File: src/rtl/cas_divider_seq.sv
// cas_divider_seq: sequential 8/4 unsigned divider built on one shared
// controlled add/subtract row (non-restoring, 4 iterations + correction).
module cas_divider_seq (
    input  logic       clk,
    input  logic       rst_n,
    input  logic       start,
    input  logic [7:0] dividend,
    input  logic [3:0] divisor,
    output logic       busy,
    output logic       done,
    output logic [3:0] quotient,
    output logic [3:0] remainder,
    output logic       ovf,
    output logic       div0
);

    typedef enum logic [1:0] {IDLE, ITER, CORRECT, FINISH} state_e;

    state_e     state_q, state_d;
    logic [4:0] p_q, p_d;
    logic [3:0] d_q, d_d;
    logic [3:0] q_q, q_d;
    logic [3:0] dv_q, dv_d;
    logic [1:0] cnt_q, cnt_d;
    logic       ctl_q, ctl_d;
    logic [3:0] quo_q, quo_d;
    logic [3:0] rem_q, rem_d;
    logic       ovf_q, ovf_d;
    logic       div0_q, div0_d;

    logic [4:0] row_a, row_b, row_s;

    // Shared 5-bit row: ctl=1 subtracts the divisor, ctl=0 adds it.
    // ITER feeds the shifted partial remainder, CORRECT feeds P itself.
    always_comb begin
        row_a = {p_q[3:0], d_q[3]};
        if (state_q == CORRECT) begin
            row_a = p_q;
        end
        row_b = {1'b0, dv_q} ^ {5{ctl_q}};
        row_s = row_a + row_b + {4'b0, ctl_q};
    end

    // Next-state and datapath updates; results only move on entry to FINISH.
    always_comb begin
        state_d = state_q;
        p_d     = p_q;
        d_d     = d_q;
        q_d     = q_q;
        dv_d    = dv_q;
        cnt_d   = cnt_q;
        ctl_d   = ctl_q;
        quo_d   = quo_q;
        rem_d   = rem_q;
        ovf_d   = ovf_q;
        div0_d  = div0_q;
        unique case (state_q)
            IDLE: begin
                if (start) begin
                    dv_d = divisor;
                    if (divisor == 4'd0) begin
                        state_d = FINISH;
                        div0_d  = 1'b1;
                        ovf_d   = 1'b0;
                        quo_d   = 4'hF;
                        rem_d   = 4'h0;
                    end else if (dividend[7:4] >= divisor) begin
                        state_d = FINISH;
                        div0_d  = 1'b0;
                        ovf_d   = 1'b1;
                        quo_d   = 4'hF;
                        rem_d   = 4'h0;
                    end else begin
                        state_d = ITER;
                        p_d     = {1'b0, dividend[7:4]};
                        d_d     = dividend[3:0];
                        q_d     = 4'h0;
                        cnt_d   = 2'd0;
                        ctl_d   = 1'b1;
                    end
                end
            end
            ITER: begin
                p_d   = row_s;
                d_d   = {d_q[2:0], 1'b0};
                q_d   = {q_q[2:0], ~row_s[4]};
                ctl_d = ~row_s[4];
                cnt_d = cnt_q + 2'd1;
                if (cnt_q == 2'd3) begin
                    state_d = CORRECT;
                end
            end
            CORRECT: begin
                // ctl is 0 exactly when P is negative, so the row adds back.
                if (p_q[4]) begin
                    p_d = row_s;
                end
                state_d = FINISH;
                quo_d   = q_q;
                rem_d   = p_q[4] ? row_s[3:0] : p_q[3:0];
                ovf_d   = 1'b0;
                div0_d  = 1'b0;
            end
            FINISH: begin
                state_d = IDLE;
            end
            default: begin
                state_d = IDLE;
            end
        endcase
    end

    // State and datapath registers with asynchronous clear.
    always_ff @(posedge clk or negedge rst_n) begin
        if (!rst_n) begin
            state_q <= IDLE;
            p_q     <= 5'd0;
            d_q     <= 4'd0;
            q_q     <= 4'd0;
            dv_q    <= 4'd0;
            cnt_q   <= 2'd0;
            ctl_q   <= 1'b0;
            quo_q   <= 4'd0;
            rem_q   <= 4'd0;
            ovf_q   <= 1'b0;
            div0_q  <= 1'b0;
        end else begin
            state_q <= state_d;
            p_q     <= p_d;
            d_q     <= d_d;
            q_q     <= q_d;
            dv_q    <= dv_d;
            cnt_q   <= cnt_d;
            ctl_q   <= ctl_d;
            quo_q   <= quo_d;
            rem_q   <= rem_d;
            ovf_q   <= ovf_d;
            div0_q  <= div0_d;
        end
    end

    assign busy      = (state_q != IDLE);
    assign done      = (state_q == FINISH);
    assign quotient  = quo_q;
    assign remainder = rem_q;
    assign ovf       = ovf_q;
    assign div0      = div0_q;

endmodule

File: config.mk
export PLATFORM = sky130hd
export DESIGN_NAME = cas_divider_seq
export DESIGN_NICKNAME = d
export VERILOG_FILES = /design/src/rtl/cas_divider_seq.sv
export SDC_FILE = /design/constraint.sdc
export NUM_CORES = 1
export LEC_CHECK = 0
export ABC_AREA = 0
export CAP_MARGIN = 10
export CELL_PAD_IN_SITES_DETAIL_PLACEMENT = 1
export CELL_PAD_IN_SITES_GLOBAL_PLACEMENT = 2
export CORE_MARGIN = 1.5
export CORE_UTILIZATION = 38
export DETAILED_ROUTE_END_ITERATION = 10
export GPL_ROUTABILITY_DRIVEN = 0
export HOLD_SLACK_MARGIN = 0.12
export PLACE_DENSITY_LB_ADDON = 0.1
export SKIP_CTS_REPAIR_TIMING = 1
export SYNTH_ARGS = -nofsm -noshare
export SYNTH_HDL_FRONTEND = slang
export SYNTH_SLANG_ARGS = --single-unit
File: constraint.sdc
create_clock -name clk -period 7.4 [get_ports clk]
set_clock_uncertainty 0.2 [all_clocks]
set_input_delay 1.48 -clock clk [delete_from_list [all_inputs] [get_ports clk]]
set_output_delay 1.48 -clock clk [all_outputs]
set_load 0.05 [all_outputs]
==> flow_summary.json, run 1 <==
{
  "syn_nets": 209,
  "place.detailed.instances": 271,
  "detailedPlace.worstSlack_ns": 3.35,
  "finish.cell_count_without_fillers": 279,
  "post_layout_net_count": 236,
  "maxCapViolations": 0,
  "period_utilisation_layout_pct": 51.5,
  "grt_setup_unrepaired": "false",
  "fraction_of_synthesized_cell_area_taken_by_the_top_area_cell_type_pct": 40.2,
  "grt_antenna_before_repair": 0,
  "clk_path_buf_depth": 2,
  "wire_per_inst_um": 15.8,
  "timing.final.hold_violations": 0,
  "vdd_ir_max_uv": 225,
  "syn_inst": 181,
  "timing.max_slew.rel_slack_pct": 52.4,
  "setup_violations": 0,
  "whs_ns": 0.291,
  "globalRouteTotalUtil_pct": 17.6,
  "numClockSinks": 32,
  "number_of_flops_mapped_to_enable_cells_by_yosys": 0,
  "timing.hold.worst.class": "flip-flop to flip-flop",
  "timing.final.ws_setup_ns": 3.59,
  "io_pins": 27,
  "total_power_per_unit_cell_area_mw_per_mm2": 508,
  "num_vias": 1417,
  "pnr_total_power_w": 0.00123,
  "min_period_ns": 3.81,
  "synth.distinct_cells": 40,
  "cts_htree_levels": 2,
  "worstPathMaxFanout": 11,
  "detail_route.vias_per_cell": 5.08,
  "worst_slew_pin_slew_ns": 0.714,
  "grt_pass1_vias": 1545,
  "cp-start-kind": "flip-flop",
  "setup_tns_ns": 0,
  "drt_iter0_markers": 40,
  "die_height_um": 75.4,
  "clkTransAtPathRegs_ns": 0.07,
  "dp_hpwl_mm": 3.42,
  "synth_top_flop_cell": "sky130_fd_sc_hd__dfrtp_1",
  "drc": 0,
  "area_growth_pct": 21.4,
  "synthesis.area_per_instance_sq_um": 11.0,
  "syn_area_sq_mm": 0.00199,
  "clock_tree_from_tritoncts": "yes",
  "post_route_cells_drive_above_1_share_pct": 12.0,
  "timing.critical_path.to_type": "primary output",
  "run_status": "finished clean",
  "yosys_warns": 0,
  "ys_async_rst_share_pct": 100,
  "total_leakage_power_nw": 1.09,
  "fp.dieArea_sq_mm": 0.00568,
  "drv_slew": 0,
  "fmax_mhz": 262,
  "postRouteAntennaNets": 0,
  "num-fill-cells": 566,
  "place.port_buffers": 26,
  "post-synth-top-area-cell": "sky130_fd_sc_hd__dfrtp_1",
  "n_antenna_cell": 0,
  "core_footprint_sq_mm": 0.00507,
  "timing.setup.critical_path_class": "flip-flop to primary output",
  "yosys-top-cells-area": "sky130_fd_sc_hd__dfrtp_1 40%, sky130_fd_sc_hd__mux2_1 9.1%, sky130_fd_sc_hd__ha_1 7.5%, sky130_fd_sc_hd__mux2i_1 4.5%, sky130_fd_sc_hd__inv_1 3.4%",
  "worstPathRequired_ns": 5.72,
  "die_width_um": 75.4,
  "initial_core_util_pct": 39.2,
  "placementRows": 26,
  "synth-seq-area-share_pct": 40.2,
  "drt-pass1-iter-count": 4,
  "cp_arrival_ns": 2.13,
  "wl_mm": 4.42,
  "globalRoute.totalOverflow": 0,
  "worstSkewPairLatency_ns": 0.29,
  "global_route_wire_length_before_repair_mm": 7.40,
  "postSynthRegisterBits": 32,
  "numCtsBuffers": 5,
  "clk_root_buffer_cell": "sky130_fd_sc_hd__clkbuf_8",
  "largest_net_degree_at_the_start_of_global_routing": 33
}
## area by class of cell
| class | count | area [sq um] | area share [%] |
|---|---|---|---|
| Tap cell | 70 | 87.6 | 3.63 |
| Clock inverter | 3 | 42.5 | 1.76 |
| Inverter | 19 | 71.3 | 2.95 |
| Sequential cell | 32 | 801 | 33.1 |
| Clock buffer | 5 | 68.8 | 2.85 |
| Timing Repair Buffer | 27 | 268 | 11.1 |
| Multi-Input combinational cell | 123 | 1080 | 44.6 |
## placed cells by master, fill, tap and decap left out, types with 2 or more instances in the layout
cell type and instances:
sky130_fd_sc_hd__inv_1 18, sky130_fd_sc_hd__a211oi_1 4, sky130_fd_sc_hd__o21ai_0 3, sky130_fd_sc_hd__clkdlybuf4s50_1 26, sky130_fd_sc_hd__nand3_1 2, sky130_fd_sc_hd__xnor2_1 4, sky130_fd_sc_hd__a22o_1 2, sky130_fd_sc_hd__nand2_1 17
sky130_fd_sc_hd__o2bb2ai_1 2, sky130_fd_sc_hd__mux2_4 4, sky130_fd_sc_hd__o21ai_1 7, sky130_fd_sc_hd__clkbuf_8 5, sky130_fd_sc_hd__mux2i_1 9, sky130_fd_sc_hd__a21o_1 4, sky130_fd_sc_hd__mux2_1 16, sky130_fd_sc_hd__dfrtp_1 32
sky130_fd_sc_hd__ha_1 12, sky130_fd_sc_hd__nor2_1 7, sky130_fd_sc_hd__mux2_2 4, sky130_fd_sc_hd__a21oi_1 5, sky130_fd_sc_hd__xor2_1 3
## routing by layer
layer  GRT usage, %  wire [um]  vias up
met1           22.1       2110      689
met2           29.5       2060       33
met3           3.17        132       11
met5              0          0        -
met4           7.74        116        0
li1               -          -      684
## worst max-delay path, cell delays in order, from the launching register on
cell and delay (ns):
sky130_fd_sc_hd__dfrtp_1 0.41, sky130_fd_sc_hd__inv_1 0.12, sky130_fd_sc_hd__ha_1 0.46, sky130_fd_sc_hd__inv_2 0.13
sky130_fd_sc_hd__clkdlybuf4s50_1 0.73
## per-stage QoR
stage / util, % / area, sq um
finish: 47.6 / 2420
global route: 47.6 / 2420
CTS: 47.6 / 2420
detailed placement: 45.4 / 2300
global placement: 45.4 / 2300
floorplan: - / 1990
## cell families after synthesis
family | share of synthesized area (%)
AO/OA/AOI/OAI | 14.4
XOR/XNOR | 3.08
adder cells (fa/ha/maj) | 8.55
buffers and inverters | 5.66
flip-flops | 40.2
multiplexers | 20.0
AND/OR/NAND/NOR | 8.11
## where the power goes
group | switching, W | internal (W) | total (W)
Sequential | 0.0000634 | 0.000245 | 0.000308
Combinational | 0.000427 | 0.000324 | 0.000751
Clock | 0.0000689 | 0.0000996 | 0.000168
Total | 0.000559 | 0.000669 | 0.00123
## final timing paths
check	end	slack (ns)	cells past startpoint	startpoint
worst min-delay path	remainder[2]	0.29	1	remainder[2]
worst max register to register	p_q[4]	4.02	9	state_q[0]
worst min register to register	remainder[2]	0.29	1	remainder[2]
min in group asynchronous	remainder[1]	1.40	2	rst_n
max in group asynchronous	dv_q[0]	5.29	2	rst_n
worst max-delay path	busy	3.59	4	state_q[0]
## cells in the mapped netlist, drive strengths merged (2+ instances only)
library cell	count
dfrtp	32
mux2	24
inv	19
nand2	17
ha	12
mux2i	10
o21ai	10
nor2	8
a211oi	5
a21oi	5
clkbuf	5
a21o	4
xnor2	4
xor2	3
a22o	2
buf	2
nand2b	2
nand3	2
o2bb2ai	2
## state kept, by name, summed over array words and instances, names as in the netlist
signal	count
d_q	4
ovf	1
ctl_q	1
cnt_q	2
state_q	2
div0	1
quotient	4
q_q	4
remainder	4
dv_q	4
p_q	5
Note: power is estimated with default switching activity, not from simulation.
==> inputs of run 2 (changes only) <==
--- a/config.mk
+++ b/config.mk
@@ -10,7 +10,7 @@
 export CELL_PAD_IN_SITES_DETAIL_PLACEMENT = 1
 export CELL_PAD_IN_SITES_GLOBAL_PLACEMENT = 2
 export CORE_MARGIN = 1.5
-export CORE_UTILIZATION = 38
+export CORE_UTILIZATION = 36
 export DETAILED_ROUTE_END_ITERATION = 10
 export GPL_ROUTABILITY_DRIVEN = 0
 export HOLD_SLACK_MARGIN = 0.12
==> constraint.sdc (replaced) <==
create_clock -name clk -period 4 [get_ports clk]
set_clock_uncertainty 0.2 [all_clocks]
set_input_delay 0.8 -clock clk [delete_from_list [all_inputs] [get_ports clk]]
set_output_delay 0.8 -clock clk [all_outputs]
set_load 0.05 [all_outputs]
==> run 2 against run 1 <==
Effect of this change: utilization shrank 1.2 points; combinational power is 84% higher; global-route usage is 1.1 points lower; worst setup slack got worse by 2.9 ns; sequential share of layout area unchanged; final cell count is the same; register-to-register slack worse by 3.4 ns; worst hold slack about the same; total power is 84% higher.
==> flow_summary.json, run 2 (synthesis results as in run 1) <==
{
  "num-fill-cells": 585,
  "n_antenna_cell": 0,
  "largest_reg_by_ff_count": "p_q",
  "globalRoute.totalOverflow": 0,
  "run_status": "finished clean",
  "period_utilisation_layout_pct": 83.9,
  "vdd_ir_max_uv": 460,
  "worst_slew_pin_slew_ns": 0.690,
  "initial_core_util_pct": 38.2,
  "layout_commonest_cell": "sky130_fd_sc_hd__dfrtp_1",
  "reg2reg_from": "state_q[0]",
  "grt_antenna_before_repair": 0,
  "drc": 0,
  "timing.hold.worst.class": "flip-flop to flip-flop",
  "gr-usage-met2_pct": 27.3,
  "drt_iter0_markers": 30,
  "core_footprint_sq_mm": 0.00520,
  "cpPeakStageDelay_ns": 0.61,
  "clk_path_buf_depth": 2,
  "timing.final.hold_violations": 0,
  "die_height_um": 77.4,
  "setup_tns_ns": 0,
  "cts_htree_levels": 2,
  "timing.max_slew.rel_slack_pct": 54.0,
  "worstSkewPairLatency_ns": 0.29,
  "timing.setup.critical_path_class": "flip-flop to flip-flop",
  "clk_root_buffer_cell": "sky130_fd_sc_hd__clkbuf_8",
  "globalRoute.busiestLayer": "met2",
  "maxCapViolations": 0,
  "worst_setup_path_startpoint": "state_q[0]",
  "grt_setup_unrepaired": "false",
  "grt_use_met3_pct": 3.76,
  "timing.critical_path.to_type": "flip-flop",
  "grt_pass1_vias": 1565,
  "multi_input_area_sq_mm": 0.00108,
  "placementRows": 26,
  "cp_arrival_ns": 3.32,
  "wl_mm": 4.39,
  "wire_per_inst_um": 15.7,
  "ff2ff_path_depth": 9,
  "drt-pass1-iter-count": 4,
  "crit_cells": 9,
  "numCtsBuffers": 5,
  "fmax_mhz": 298,
  "global_route_wire_length_before_repair_mm": 7.65,
  "place.port_buffers": 26,
  "mostFrequentLayoutCells": "32 x sky130_fd_sc_hd__dfrtp_1, 26 x sky130_fd_sc_hd__clkdlybuf4s50_1, 18 x sky130_fd_sc_hd__inv_1, 17 x sky130_fd_sc_hd__nand2_1, 16 x sky130_fd_sc_hd__mux2_1",
  "fp.dieArea_sq_mm": 0.00598,
  "num_vias": 1405,
  "crit_path_frequent_cell": "sky130_fd_sc_hd__mux2_1",
  "number_of_buffer_and_inverter_instances_along_the_worst_setup_path": 1,
  "worstReg2RegEnd": "p_q[4]",
  "list_of_cells_traversed_by_the_critical_path": "inv_1 -> ha_1 -> mux2_1 -> fa_1 -> a21o_1 -> a21oi_1 -> xnor2_1 -> nor2_1 -> mux2_1",
  "ff_latch_area_sq_um": 801,
  "drv_slew": 0,
  "cp_slowest_cell": "sky130_fd_sc_hd__ha_1",
  "flip_flop_count_of_the_largest_register_after_layout": 5,
  "postRouteAntennaNets": 0,
  "min_period_ns": 3.36,
  "globalRouteTotalUtil_pct": 16.5,
  "clkTransAtPathRegs_ns": 0.07,
  "setup_violations": 0,
  "detail_route.vias_per_cell": 5.04,
  "clock_tree_from_tritoncts": "yes",
  "globalRouteMet1Util_pct": 21.7,
  "post-route-cell-area_sq_mm": 0.00242,
  "io_pins": 27,
  "area_growth_pct": 21.4,
  "worstPathMaxFanout": 14,
  "total_power_per_unit_cell_area_mw_per_mm2": 937,
  "whs_ns": 0.291,
  "dp_hpwl_mm": 3.45,
  "cp-start-kind": "flip-flop",
  "worstPathRequired_ns": 3.97,
  "die_width_um": 77.4,
  "post_route_cells_drive_above_1_share_pct": 12.0,
  "worst-r2r-setup-slack_ns": 0.64,
  "numClockSinks": 32,
  "timing.critical_path.max_delay_family": "adder cells",
  "largest_net_degree_at_the_start_of_global_routing": 33,
  "post_layout_net_count": 236,
  "total_leakage_power_nw": 1.09,
  "worstSetupEndpoint": "p_q[4]",
  "detailed_place.area_sq_mm": 0.00230
}
==> run 2: final cells by class <==
class | instances | share of cell area (%)
multi-input cells | 123 | 44.6
clock inverters | 3 | 1.76
well taps | 70 | 3.63
clock buffers | 5 | 2.85
repair buffers | 27 | 11.1
inverters | 19 | 2.95
flip-flops and latches | 32 | 33.1
==> run 2: worst reg2reg max path: cells and delay by family (launching register included) <==
family	cells	cell delay (ns)
and+or+nand+nor	1	0.07
muxes	2	0.74
AOI/OAI and AO/OA	2	0.41
adders and majority gates	2	1.09
DFF	1	0.41
buffers and inverters	1	0.11
xor gates and xnor gates	1	0.21
==> run 2: metal layers <==
layer  up-vias  wire, um
li1        684         -
met1       690      2070
met2        27      2110
met3         4       163
met4         0        44
met5         -         0
==> run 2: power breakdown <==
group	switching [W]	internal, W	total [W]
Combinational	0.000786	0.000598	0.00138
Sequential	0.000120	0.000454	0.000574
Clock	0.000122	0.000184	0.000306
==> run 2: per-stage QoR <==
stage / setup WS, ns / util [%] / instances / power (W)
floorplan: 0.909 / - / 181 / 0.00163
global placement: 0.686 / 44.3 / 271 / 0.00192
detailed placement: 0.588 / 44.3 / 271 / 0.00197
CTS: 0.644 / 46.4 / 279 / 0.00228
global route: 0.464 / 46.4 / 279 / 0.00245
finish: 0.644 / 46.4 / 279 / 0.00226
==> run 2: worst min-delay path by stage <==
stage | to | slack, ns | cells after the start | from
floorplan | dv_q[2] | 0.27 | 2 | dv_q[2]
global placement | ovf | 0.27 | 1 | ovf
detailed placement | remainder[0] | 0.28 | 1 | remainder[0]
global route | ovf | 0.31 | 1 | ovf
CTS | remainder[0] | 0.30 | 1 | remainder[0]
finish | remainder[0] | 0.29 | 1 | remainder[0]
==> inputs of run 3 (changes only) <==
==> constraint.sdc (replaced) <==
create_clock -name clk -period 3.4 [get_ports clk]
set_clock_uncertainty 0.2 [all_clocks]
set_input_delay 0.68 -clock clk [delete_from_list [all_inputs] [get_ports clk]]
set_output_delay 0.68 -clock clk [all_outputs]
set_load 0.05 [all_outputs]
==> run 3 against run 2 <==
Effect of this change: sequential share of layout area shrank 0.20 points; clock power up 21%; non-clock buffer count up 2; maximum frequency increased by 9.6%; worst setup slack worse by 0.30 ns; via count increased by 0.64%; global-route usage up 1.0 points; largest power group unchanged; first-iteration DRC count is 87% higher.
==> flow_summary.json, run 3 (synthesis results as in run 1) <==
{
  "detail_route.vias_per_cell": 5.03,
  "fmax_mhz": 327,
  "worstPathRequired_ns": 3.37,
  "period_utilisation_layout_pct": 90.0,
  "die_height_um": 77.4,
  "globalRoute.totalOverflow": 0,
  "timing.hold.worst.class": "flip-flop to flip-flop",
  "numCtsBuffers": 5,
  "timing.final.hold_violations": 0,
  "timing.final.ws_setup_ns": 0.339,
  "timing.max_slew.rel_slack_pct": 63.2,
  "power_frac_clock_pct": 13.6,
  "n_antenna_cell": 0,
  "netSwitchingPower_w": 0.00125,
  "cts_htree_levels": 2,
  "initial_core_util_pct": 38.2,
  "detailedPlace.worstSlack_ns": 0.128,
  "power.switching_fraction_pct": 46.0,
  "core_footprint_sq_mm": 0.00520,
  "clock_tree_from_tritoncts": "yes",
  "post_route_cells_drive_above_1_share_pct": 12.8,
  "placementRows": 26,
  "area_growth_pct": 22.1,
  "wl_mm": 4.70,
  "seqPwrFrac_pct": 24.9,
  "num_vias": 1414,
  "drt_iter0_markers": 56,
  "clk_root_buffer_cell": "sky130_fd_sc_hd__clkbuf_8",
  "min_period_ns": 3.06,
  "wire_per_inst_um": 16.7,
  "ff_latch_area_sq_um": 801,
  "detailed_place.area_sq_mm": 0.00232,
  "drv_slew": 0,
  "grt_antenna_before_repair": 0,
  "worstPathMaxFanout": 11,
  "numClockSinks": 32,
  "post-route-cell-area_sq_mm": 0.00243,
  "timing.setup.critical_path_class": "flip-flop to flip-flop",
  "multi_input_area_sq_mm": 0.00108,
  "grt_setup_unrepaired": "false",
  "num-fill-cells": 582,
  "grt_pass1_vias": 1583,
  "comb_power_share_pct": 61.4,
  "global_route_wire_length_before_repair_mm": 8.08,
  "io_pins": 27,
  "worst_slew_pin_slew_ns": 0.547,
  "clk_path_buf_depth": 2,
  "cp-start-kind": "flip-flop",
  "total_leakage_power_nw": 1.10,
  "post_layout_net_count": 238,
  "finish.cell_count_without_fillers": 281,
  "drc": 0,
  "cp_arrival_ns": 3.03,
  "clkTransAtPathRegs_ns": 0.08,
  "die_width_um": 77.4,
  "postRouteAntennaNets": 0,
  "globalRouteTotalUtil_pct": 17.5,
  "fp.dieArea_sq_mm": 0.00598,
  "setup_tns_ns": 0,
  "worstSkewPairLatency_ns": 0.29,
  "vdd_ir_max_uv": 503,
  "run_status": "finished clean",
  "timing.critical_path.to_type": "flip-flop",
  "drt-pass1-iter-count": 4,
  "dp_hpwl_mm": 3.56,
  "flip_flop_count_of_the_largest_register_after_layout": 5,
  "place.detailed.instances": 273,
  "layout_commonest_cell": "sky130_fd_sc_hd__dfrtp_1",
  "intPower_w": 0.00146,
  "setup_violations": 0,
  "largest_net_degree_at_the_start_of_global_routing": 33,
  "maxCapViolations": 0,
  "mostFrequentLayoutCells": "32 x sky130_fd_sc_hd__dfrtp_1, 26 x sky130_fd_sc_hd__clkdlybuf4s50_1, 18 x sky130_fd_sc_hd__inv_1, 17 x sky130_fd_sc_hd__nand2_1, 16 x sky130_fd_sc_hd__mux2_1",
  "total_power_per_unit_cell_area_mw_per_mm2": 1110,
  "largest_reg_by_ff_count": "p_q",
  "place.port_buffers": 26
}
## run 3: cell types whose count changed in the layout (fill, tap and decap cells not counted)
| cell | before | now |
|---|---|---|
| sky130_fd_sc_hd__buf_4 | 1 | 3 |
## run 3: cell type report
class | count | share of cell area [%]
multi-input combinational | 123 | 44.3
sequential | 32 | 32.9
timing repair buffer | 29 | 11.6
tap | 70 | 3.60
inverter | 19 | 2.93
clock buffer | 5 | 2.83
clock inverter | 3 | 1.75
## run 3: power by group through the flow
stage                     Clock [W]  Combinational (W)  Sequential (W)
after floorplan                   0            0.00114        0.000770
after global placement            0            0.00161        0.000669
after detailed placement          0            0.00165        0.000679
after CTS                  0.000382            0.00167        0.000675
after global routing       0.000398            0.00183        0.000697
final                      0.000369            0.00166        0.000676
## run 3: critical path, stage by stage, from the launching register on
cell and delay, ns:
sky130_fd_sc_hd__dfrtp_1 0.41, sky130_fd_sc_hd__inv_1 0.13, sky130_fd_sc_hd__ha_1 0.34, sky130_fd_sc_hd__buf_4 0.27, sky130_fd_sc_hd__mux2_1 0.34, sky130_fd_sc_hd__ha_1 0.33
sky130_fd_sc_hd__or3_1 0.41, sky130_fd_sc_hd__a32o_1 0.26, sky130_fd_sc_hd__mux2_4 0.25
## run 3: per-layer routing
metal	vias to the layer above	global-route usage, %	share of wire [%]
met4	0	4.36	0.94
li1	687	-	-
met3	5	3.53	2.7
met1	695	23.2	48
met5	-	0	0
met2	27	29.3	48
## run 3: per-stage QoR
| step | util, % | hold WS, ns | power (W) |
|---|---|---|---|
| final | 46.7 | 0.288 | 0.00271 |
| after global routing | 46.7 | 0.307 | 0.00292 |
| after CTS | 46.7 | 0.297 | 0.00272 |
| after detailed placement | 44.6 | 0.280 | 0.00233 |
| after global placement | 44.6 | 0.275 | 0.00228 |
| after floorplan | - | 0.184 | 0.00191 |
## run 3: final timing paths
| path | start | endpoint | slack, ns | depth (start not counted) |
|---|---|---|---|---|
| worst max-delay path | state_q[0] | p_q[3] | 0.34 | 8 |
| worst min-delay path | quotient[2] | quotient[2] | 0.29 | 1 |
| worst max register to register | state_q[0] | p_q[3] | 0.34 | 8 |
| worst min register to register | quotient[2] | quotient[2] | 0.29 | 1 |
| max in group asynchronous | rst_n | p_q[3] | 2.10 | 2 |
| min in group asynchronous | rst_n | remainder[1] | 0.59 | 2 |
